`config.mk`:
```
export PLATFORM = sky130hd
export DESIGN_NAME = fmul_pipe
export DESIGN_NICKNAME = d
export VERILOG_FILES = /design/src/rtl/fmul_pipe.sv
export SDC_FILE = /design/constraint.sdc
export NUM_CORES = 1
export LEC_CHECK = 0
export CAP_MARGIN = 10
export CORE_MARGIN = 5
export CORE_UTILIZATION = 58
export DETAILED_ROUTE_END_ITERATION = 8
export HOLD_SLACK_MARGIN = 0.12
export PLACE_DENSITY = 0.79
export SYNTH_ARGS = -nofsm -noshare
export SYNTH_HDL_FRONTEND = slang
export SYNTH_SLANG_ARGS = --single-unit
```
`constraint.sdc`:
```
create_clock -name clk -period 6.3 [get_ports clk]
set_input_delay 1.26 -clock clk [delete_from_list [all_inputs] [get_ports clk]]
set_output_delay 1.26 -clock clk [all_outputs]
set_load 0.01 [all_outputs]
```
`src/rtl/fmul_pipe.sv`:
```
// fmul_pipe: three-stage pipelined floating-point multiplier with a generic
// exponent/mantissa format, round-to-nearest-even, and exception flags.
// Stage 1 decodes and sums exponents, stage 2 multiplies and normalises,
// and stage 3 rounds, resolves specials and packs the result.
module fmul_pipe #(
    parameter int EXP_W = 8,
    parameter int MAN_W = 7,
    parameter int TAG_W = 4
) (
    input  logic                 clk,
    input  logic                 rst_n,
    input  logic                 in_valid,
    output logic                 in_ready,
    input  logic [EXP_W+MAN_W:0] a,
    input  logic [EXP_W+MAN_W:0] b,
    input  logic [TAG_W-1:0]     in_tag,
    output logic                 out_valid,
    input  logic                 out_ready,
    output logic [EXP_W+MAN_W:0] p,
    output logic [TAG_W-1:0]     out_tag,
    output logic [3:0]           out_flags
);
    localparam int FW = 1 + EXP_W + MAN_W;
    localparam int EW = EXP_W + 2;
    localparam int PW = 2 * MAN_W + 2;
    localparam logic [EXP_W-1:0] EXP_ONES = '1;
    localparam logic signed [EW-1:0] BIAS = EW'((1 << (EXP_W - 1)) - 1);
    localparam logic signed [EW-1:0] EXP_MAX = EW'((1 << EXP_W) - 1);

    logic stall;

    logic [EXP_W-1:0] expA, expB;
    logic [MAN_W-1:0] fracA, fracB;
    logic zeroA, zeroB, infA, infB, nanA, nanB;

    logic                 s1Valid_d, s1Sign_d, s1Nan_d, s1Inf_d, s1Zero_d;
    logic signed [EW-1:0] s1Exp_d;
    logic [MAN_W:0]       s1ManA_d, s1ManB_d;
    logic [TAG_W-1:0]     s1Tag_d;
    logic                 s1Valid_q, s1Sign_q, s1Nan_q, s1Inf_q, s1Zero_q;
    logic signed [EW-1:0] s1Exp_q;
    logic [MAN_W:0]       s1ManA_q, s1ManB_q;
    logic [TAG_W-1:0]     s1Tag_q;

    logic [PW-1:0]        prod;
    logic signed [EW-1:0] s2Exp_d;
    logic [MAN_W-1:0]     s2Frac_d;
    logic                 s2Guard_d, s2Sticky_d;
    logic                 s2Valid_q, s2Sign_q, s2Nan_q, s2Inf_q, s2Zero_q;
    logic signed [EW-1:0] s2Exp_q;
    logic [MAN_W-1:0]     s2Frac_q;
    logic                 s2Guard_q, s2Sticky_q;
    logic [TAG_W-1:0]     s2Tag_q;

    logic                 roundUp;
    logic [MAN_W:0]       rounded;
    logic signed [EW-1:0] expR;
    logic [FW-1:0]        s3P_d;
    logic [3:0]           s3Flags_d;
    logic                 s3Valid_q;
    logic [FW-1:0]        s3P_q;
    logic [3:0]           s3Flags_q;
    logic [TAG_W-1:0]     s3Tag_q;

    // A full output that the consumer refuses freezes the whole pipe.
    assign stall     = s3Valid_q & ~out_ready;
    assign in_ready  = ~stall;
    assign out_valid = s3Valid_q;
    assign p         = s3P_q;
    assign out_tag   = s3Tag_q;
    assign out_flags = s3Flags_q;

    // Decode: classify both operands, resolve special-case class and sum exponents.
    always_comb begin
        expA      = a[FW-2:MAN_W];
        expB      = b[FW-2:MAN_W];
        fracA     = a[MAN_W-1:0];
        fracB     = b[MAN_W-1:0];
        zeroA     = (expA == '0);
        zeroB     = (expB == '0);
        infA      = (expA == EXP_ONES) && (fracA == '0);
        infB      = (expB == EXP_ONES) && (fracB == '0);
        nanA      = (expA == EXP_ONES) && (fracA != '0);
        nanB      = (expB == EXP_ONES) && (fracB != '0);
        s1Valid_d = in_valid;
        s1Sign_d  = a[FW-1] ^ b[FW-1];
        s1Nan_d   = nanA | nanB | (infA & zeroB) | (zeroA & infB);
        s1Inf_d   = infA | infB;
        s1Zero_d  = zeroA | zeroB;
        s1Exp_d   = $signed({2'b00, expA}) + $signed({2'b00, expB}) - BIAS;
        s1ManA_d  = {1'b1, fracA};
        s1ManB_d  = {1'b1, fracB};
        s1Tag_d   = in_tag;
    end

    // Stage 1 register: loads decoded operands whenever the pipe is moving.
    always_ff @(posedge clk or negedge rst_n) begin
        if (!rst_n) begin
            s1Valid_q <= 1'b0;
            s1Sign_q  <= 1'b0;
            s1Nan_q   <= 1'b0;
            s1Inf_q   <= 1'b0;
            s1Zero_q  <= 1'b0;
            s1Exp_q   <= '0;
            s1ManA_q  <= '0;
            s1ManB_q  <= '0;
            s1Tag_q   <= '0;
        end else if (!stall) begin
            s1Valid_q <= s1Valid_d;
            s1Sign_q  <= s1Sign_d;
            s1Nan_q   <= s1Nan_d;
            s1Inf_q   <= s1Inf_d;
            s1Zero_q  <= s1Zero_d;
            s1Exp_q   <= s1Exp_d;
            s1ManA_q  <= s1ManA_d;
            s1ManB_q  <= s1ManB_d;
            s1Tag_q   <= s1Tag_d;
        end
    end

    // Multiply significands and normalise: a product in [2,4) bumps the exponent.
    always_comb begin
        prod = PW'(s1ManA_q) * PW'(s1ManB_q);
        if (prod[PW-1]) begin
            s2Exp_d    = s1Exp_q + EW'(1);
            s2Frac_d   = prod[PW-2 -: MAN_W];
            s2Guard_d  = prod[MAN_W];
            s2Sticky_d = |prod[MAN_W-1:0];
        end else begin
            s2Exp_d    = s1Exp_q;
            s2Frac_d   = prod[PW-3 -: MAN_W];
            s2Guard_d  = prod[MAN_W-1];
            s2Sticky_d = |prod[MAN_W-2:0];
        end
    end

    // Stage 2 register: normalised fraction with guard/sticky for rounding.
    always_ff @(posedge clk or negedge rst_n) begin
        if (!rst_n) begin
            s2Valid_q  <= 1'b0;
            s2Sign_q   <= 1'b0;
            s2Nan_q    <= 1'b0;
            s2Inf_q    <= 1'b0;
            s2Zero_q   <= 1'b0;
            s2Exp_q    <= '0;
            s2Frac_q   <= '0;
            s2Guard_q  <= 1'b0;
            s2Sticky_q <= 1'b0;
            s2Tag_q    <= '0;
        end else if (!stall) begin
            s2Valid_q  <= s1Valid_q;
            s2Sign_q   <= s1Sign_q;
            s2Nan_q    <= s1Nan_q;
            s2Inf_q    <= s1Inf_q;
            s2Zero_q   <= s1Zero_q;
            s2Exp_q    <= s2Exp_d;
            s2Frac_q   <= s2Frac_d;
            s2Guard_q  <= s2Guard_d;
            s2Sticky_q <= s2Sticky_d;
            s2Tag_q    <= s1Tag_q;
        end
    end

    // Round to nearest even, then resolve specials and range limits in priority order.
    always_comb begin
        roundUp   = s2Guard_q & (s2Sticky_q | s2Frac_q[0]);
        rounded   = {1'b0, s2Frac_q} + {{MAN_W{1'b0}}, roundUp};
        expR      = s2Exp_q + $signed({{(EW-1){1'b0}}, rounded[MAN_W]});
        s3P_d     = {s2Sign_q, expR[EXP_W-1:0], rounded[MAN_W-1:0]};
        s3Flags_d = {3'b000, s2Guard_q | s2Sticky_q};
        if (s2Nan_q) begin
            s3P_d     = {1'b0, EXP_ONES, 1'b1, {(MAN_W-1){1'b0}}};
            s3Flags_d = 4'b1000;
        end else if (s2Inf_q) begin
            s3P_d     = {s2Sign_q, EXP_ONES, {MAN_W{1'b0}}};
            s3Flags_d = 4'b0000;
        end else if (s2Zero_q) begin
            s3P_d     = {s2Sign_q, {(FW-1){1'b0}}};
            s3Flags_d = 4'b0000;
        end else if (expR >= EXP_MAX) begin
            s3P_d     = {s2Sign_q, EXP_ONES, {MAN_W{1'b0}}};
            s3Flags_d = 4'b0101;
        end else if (expR[EW-1] || (expR == '0)) begin
            s3P_d     = {s2Sign_q, {(FW-1){1'b0}}};
            s3Flags_d = 4'b0011;
        end
    end

    // Stage 3 register: the packed result presented to the consumer.
    always_ff @(posedge clk or negedge rst_n) begin
        if (!rst_n) begin
            s3Valid_q <= 1'b0;
            s3P_q     <= '0;
            s3Flags_q <= '0;
            s3Tag_q   <= '0;
        end else if (!stall) begin
            s3Valid_q <= s2Valid_q;
            s3P_q     <= s3P_d;
            s3Flags_q <= s3Flags_d;
            s3Tag_q   <= s2Tag_q;
        end
    end
endmodule

```
==> flow_metrics.py, run 1 <==
metrics = {
    "outcome": {
        "outcome": "complete, no violations",
    },
    "cts": {
        "cts_hold_buf": 0,
        "cts_buffer_depth": 2,
        "cts_setup_buffers": 0,
        "h-tree-depth": 3,
        "cts_made_buffers": 9,
        "cts_tree": "yes",
        "root_buffer": "clkbuf_16",
        "clock_latency_ns": 0.35,
        "cts_sinks": 87,
        "clkSlewWorstSetupHoldPaths_ns": 0.06,
        "postCtsResizedCells": 0,
    },
    "logic_synthesis": {
        "synth_edf_count": 0,
        "ys_ff_latch": 87,
        "yosysTopAreaCellShare_pct": 33.2,
        "syn-cell-area_mm2": 0.00655,
        "synth_nets": 860,
        "synthCells": 727,
        "synthTopCellsByArea": "dfrtp_1 33%, fa_1 11%, ha_1 11%, nand2_1 9.1%, and2_1 4.9%",
        "syn_area_per_cell_um2": 9.01,
        "yosys.area.top_type": "dfrtp_1",
        "ys_types": 61,
        "synthFlopType": "dfrtp_1",
        "yosys_warnings": 0,
        "ys_seq_area_share_pct": 33.2,
        "synth-async-reset-ratio_pct": 100,
    },
    "drt": {
        "drt_iter0_markers": 272,
        "wl_met1_um": 6640,
        "wirelength_um": 14300,
        "final_antenna_net_count": 0,
        "wl_met3_um": 622,
        "wl_per_cell_um": 15.4,
        "highest_layer": "met4",
        "vias": 5240,
        "route.met2.wl_um": 6800,
        "avgViaCountPerCell": 5.66,
        "post-route-drc-count": 0,
        "drtPass1Iterations": 5,
    },
    "timing": {
        "setup_tns_ns": 0,
        "worst_pin_slew_ns": 0.811,
        "finalCritPeriodShare_pct": 82.7,
        "clock_skew_ns": 0.0104,
        "final-setup-viol-count": 0,
        "rsz0062_at_grt": "false",
        "finalHoldViolations": 0,
        "max_freq_mhz": 192,
        "slew_headroom_pct": 45.9,
        "fin_crit_ns": 5.21,
        "drv_slew": 0,
    },
    "finish": {
        "antennaDiodeCount": 0,
        "nets": 914,
        "final_cell_mix": "159 x nand2_1, 87 x dfrtp_1, 64 x clkdlybuf4s50_1",
        "fillers": 849,
        "final_cell_area_mm2": 0.00761,
        "multi_input_area_mm2": 0.00406,
        "regArea_mm2": 0.00218,
        "drive_above_1_share_pct": 4.33,
        "area_growth_pct": 16.1,
        "layout_commonest_cell": "nand2_1",
    },
    "worst_setup_path": {
        "critical_path_arrival_ns": 5.48,
        "crit_fanout": 17,
        "path_class": "reg2reg",
        "critPathLaunchType": "flip-flop",
        "end_kind": "flip-flop",
        "crit_required_ns": 6.57,
    },
    "global_routing": {
        "antenna_found_initial": 0,
        "grtUsageTotal_pct": 23.2,
        "first_global_vias": 5343,
        "grt_overflow": 0,
        "grt_pass1_wl_um": 25200,
        "grt_start_max_net_pins": 84,
    },
    "floorplan": {
        "core_area_mm2": 0.0109,
        "start_util_pct": 59.9,
        "core.rowCount": 38,
        "io_pins": 66,
        "dieArea_mm2": 0.0135,
        "die_w_um": 116,
        "die_h_um": 116,
    },
    "placed_design": {
        "io_buffers": 65,
        "gp_congestion": 0.910,
        "dp_hpwl_um": 10900,
        "placed_area_mm2": 0.00730,
    },
    "min_path": {
        "hp-class": "reg2reg",
    },
    "job": {
        "maxCapViolCount": 0,
    },
}
layout make-up:
cell class	instances	area share, %
clock buffer	11	3.19
clock inverter	5	0.855
inverter	58	2.86
multi-input combinational	557	53.4
sequential	87	28.6
tap	140	2.30
timing repair buffer	68	8.81
routing by layer:
layer	GRT usage, %	vias to the layer above
met5	0	-
met4	6.65	0
met3	3.83	20
met2	37.7	138
met1	32.2	2524
li1	-	2558
cells in the mapped netlist (4+ instances only):
library cell and instances:
nand2_1 159, dfrtp_1 87, inv_1 57, ha_1 56, and2_1 51, fa_1 37
nor2_1 34, a21oi_1 27, clkbuf_1 19, o21ai_0 19, xor2_1 19, nand3_1 18
xnor2_1 15, a22o_1 7, nand4_1 7, a31oi_1 6, and3_1 6, nand2b_1 6
nor3_1 6, nor4_1 6, a21o_1 5, nand3b_1 5, o2111ai_1 5, o31ai_1 5
or4_1 5, o211ai_1 4, o21bai_1 4
path summary, 6_finish.rpt:
check | slack, ns | start | endpoint | cells after the start
max | 1.09 | s1ManA_q[7] | s2Exp_q[8] | 16
min | 0.46 | s2Valid_q | out_valid | 1
max reg2reg | 1.09 | s1ManA_q[7] | s2Exp_q[8] | 16
min reg2reg | 0.46 | s2Valid_q | out_valid | 1
max in group asynchronous | 4.44 | rst_n | s1Tag_q[1] | 2
min in group asynchronous | 0.81 | rst_n | p[14] | 1
state kept, by name, summed over array words and instances, names as in the netlist, 4 cells and up:
name	count
p	16
s1Exp_q	10
s2Exp_q	10
s1ManA_q	8
s1ManB_q	7
s2Frac_q	7
out_flags	4
out_tag	4
s1Tag_q	4
s2Tag_q	4
critical path, stage by stage, from the launching register on:
cell and delay (ns):
dfrtp_1 0.63, nand2_1 0.15, fa_1 0.53, fa_1 0.55
inv_1 0.06, fa_1 0.53, inv_1 0.05, fa_1 0.52
inv_1 0.04, ha_1 0.35, o211ai_1 0.13, a21oi_2 0.07
o2111ai_1 0.27, and3_1 0.40, nor2_4 0.14, or4_1 0.53
a31oi_1 0.18
logic make-up (layout without fill, tap and decap cells):
kind of cell | Yosys count | in the layout | share of synthesized area (%)
buffers and inverters | 83 | 142 | 4.93
and+or+nand+nor | 319 | 319 | 23.3
adders and majority gates | 93 | 93 | 22.0
AOI/OAI and AO/OA | 107 | 107 | 11.4
DFF | 87 | 87 | 33.2
xor gates and xnor gates | 34 | 34 | 4.54
muxes | 4 | 4 | 0.649
metrics by stage:
| step | setup slack, ns | hold WS (ns) | instances | utilization, % |
|---|---|---|---|---|
| floorplan | 1.51 | 0.430 | 727 | - |
| global placement | 1.28 | 0.440 | 910 | 66.8 |
| detailed placement | 1.09 | 0.453 | 910 | 66.8 |
| CTS | 1.09 | 0.466 | 926 | 69.6 |
| global route | 0.748 | 0.500 | 926 | 69.6 |
| finish | 1.09 | 0.463 | 926 | 69.6 |
Power of run 1 is not shown: default switching activity piles up to over one toggle a cycle in this logic, so the estimate is an artifact.
==> run 2, diff against run 1 <==
==> constraint.sdc (replaced) <==
create_clock -name clk -period 5.4 [get_ports clk]
set_input_delay 1.08 -clock clk [delete_from_list [all_inputs] [get_ports clk]]
set_output_delay 1.08 -clock clk [all_outputs]
set_load 0.01 [all_outputs]
==> run 2 against run 1 <==
Non-clock buffer count did not move. Routed wire length rose by 0.90%. First-iteration DRC count rose by 15%. Utilization rose by 0.24 points. Sequential share of layout area fell by 0.082 points. Largest cell class unchanged. Cell count fell by 0.22%.
==> flow_metrics.py, run 2 (synthesized netlist as in run 1, its figures left out) <==
metrics = {
    "global_routing": {
        "grtUsageTotal_pct": 22.4,
        "grt_overflow": 0,
        "first_global_vias": 5263,
        "grt_pass1_wl_um": 24400,
        "grt_start_max_net_pins": 84,
        "antenna_found_initial": 0,
    },
    "cts": {
        "cts_sinks": 87,
        "cts_setup_buffers": 0,
        "cts_tree": "yes",
        "postCtsResizedCells": 0,
        "root_buffer": "clkbuf_16",
        "h-tree-depth": 3,
        "cts_hold_buf": 0,
        "clock_latency_ns": 0.34,
        "clkSlewWorstSetupHoldPaths_ns": 0.06,
        "cts_buffer_depth": 2,
        "cts_made_buffers": 9,
    },
    "drt": {
        "post-route-drc-count": 0,
        "highest_layer": "met4",
        "wl_met1_um": 6640,
        "drt_iter0_markers": 314,
        "drtPass1Iterations": 5,
        "wl_per_cell_um": 15.6,
        "final_antenna_net_count": 0,
        "wl_met3_um": 693,
        "route.met2.wl_um": 6850,
        "wirelength_um": 14400,
        "avgViaCountPerCell": 5.66,
        "vias": 5226,
    },
    "floorplan": {
        "core_area_mm2": 0.0109,
        "io_pins": 66,
        "core.rowCount": 38,
        "die_h_um": 116,
        "dieArea_mm2": 0.0135,
        "start_util_pct": 59.9,
        "die_w_um": 116,
    },
    "worst_setup_path": {
        "critical_path_arrival_ns": 5.34,
        "crit_fanout": 17,
        "cpMaxStageDelayCell": "fa_1",
        "path_class": "reg2reg",
        "end_kind": "flip-flop",
        "critPathLaunchType": "flip-flop",
        "crit_chain": "and2_1, fa_1, fa_1, fa_1, inv_1, fa_1, inv_1, ha_1, a21o_1, o2111ai_1, and3_1, nor2_4, or4_1, a31oi_1",
        "max_stage_delay_ns": 0.54,
        "crit_required_ns": 5.66,
        "crit_top_cell": "fa_1",
    },
    "timing": {
        "fin_crit_ns": 5.07,
        "hold_ws_ns": 0.457,
        "clock_skew_ns": 0.00864,
        "setup_slack_ns": 0.327,
        "setup_tns_ns": 0,
        "slew_headroom_pct": 44.6,
        "drv_slew": 0,
        "finalCritPeriodShare_pct": 93.9,
        "worst_pin_slew_ns": 0.831,
        "finalHoldViolations": 0,
        "max_freq_mhz": 197,
        "final-setup-viol-count": 0,
        "rsz0062_at_grt": "false",
    },
    "placed_design": {
        "place_ws_ns": 0.188,
        "io_buffers": 65,
        "gp_congestion": 0.904,
        "dp_hpwl_um": 10900,
        "place_inst": 910,
    },
    "finish": {
        "drive_above_1_share_pct": 4.34,
        "final_cells": 924,
        "final_cell_mix": "159 x nand2_1, 86 x dfrtp_1, 64 x clkdlybuf4s50_1",
        "nets": 914,
        "layout_commonest_cell": "nand2_1",
        "area_growth_pct": 16.5,
        "largest_reg_flops": 16,
        "antennaDiodeCount": 0,
    },
    "job": {
        "maxCapViolCount": 0,
    },
    "min_path": {
        "hp-class": "reg2reg",
    },
    "outcome": {
        "outcome": "complete, no violations",
    },
}
## run 2: changes by cell type in the layout (fill, tap and decap cells not counted), sizes merged
cell / delta
bufinv: +2
clkbuf: -2
clkinvlp: -2
clkinv: +1
inv: -1
## run 2: worst max-delay path: cells and delay by family (launching register included)
| kind | cells | cell delay, ns |
|---|---|---|
| fa+ha+maj | 5 | 2.45 |
| simple gates | 4 | 1.23 |
| buf+inv | 2 | 0.09 |
| compound gates | 3 | 0.71 |
| flops | 1 | 0.50 |
## run 2: per-stage QoR
step	utilization (%)	area, µm²
after floorplan	-	6550
after global placement	66.8	7300
after detailed placement	66.8	7300
after CTS	69.8	7630
after global routing	69.8	7640
final	69.8	7640
## run 2: path summary, 6_finish.rpt
path	from	cells after the start	endpoint	slack (ns)
max	s1ManA_q[7]	14	s2Exp_q[9]	0.33
min in group asynchronous	rst_n	1	p[9]	0.63
max reg2reg	s1ManA_q[7]	14	s2Exp_q[9]	0.33
min	s2Valid_q	1	out_valid	0.46
min reg2reg	s2Valid_q	1	out_valid	0.46
max in group asynchronous	rst_n	2	s1ManA_q[7]	3.63
## run 2: final cells by class
class,count,area [µm²]
Timing Repair Buffer,68,671
Multi-Input combinational cell,557,4060
Tap cell,140,175
Fill cell,872,3300
Inverter,58,218
Clock buffer,9,225
Clock inverter,5,108
Sequential cell,87,2180
## run 2: layer usage
metal	up-vias	global-route usage (%)
met3	17	3.89
met1	2536	30.1
met5	-	0
li1	2548	-
met4	0	6.96
met2	125	37.1
Power of run 2 is left out for the same reason.
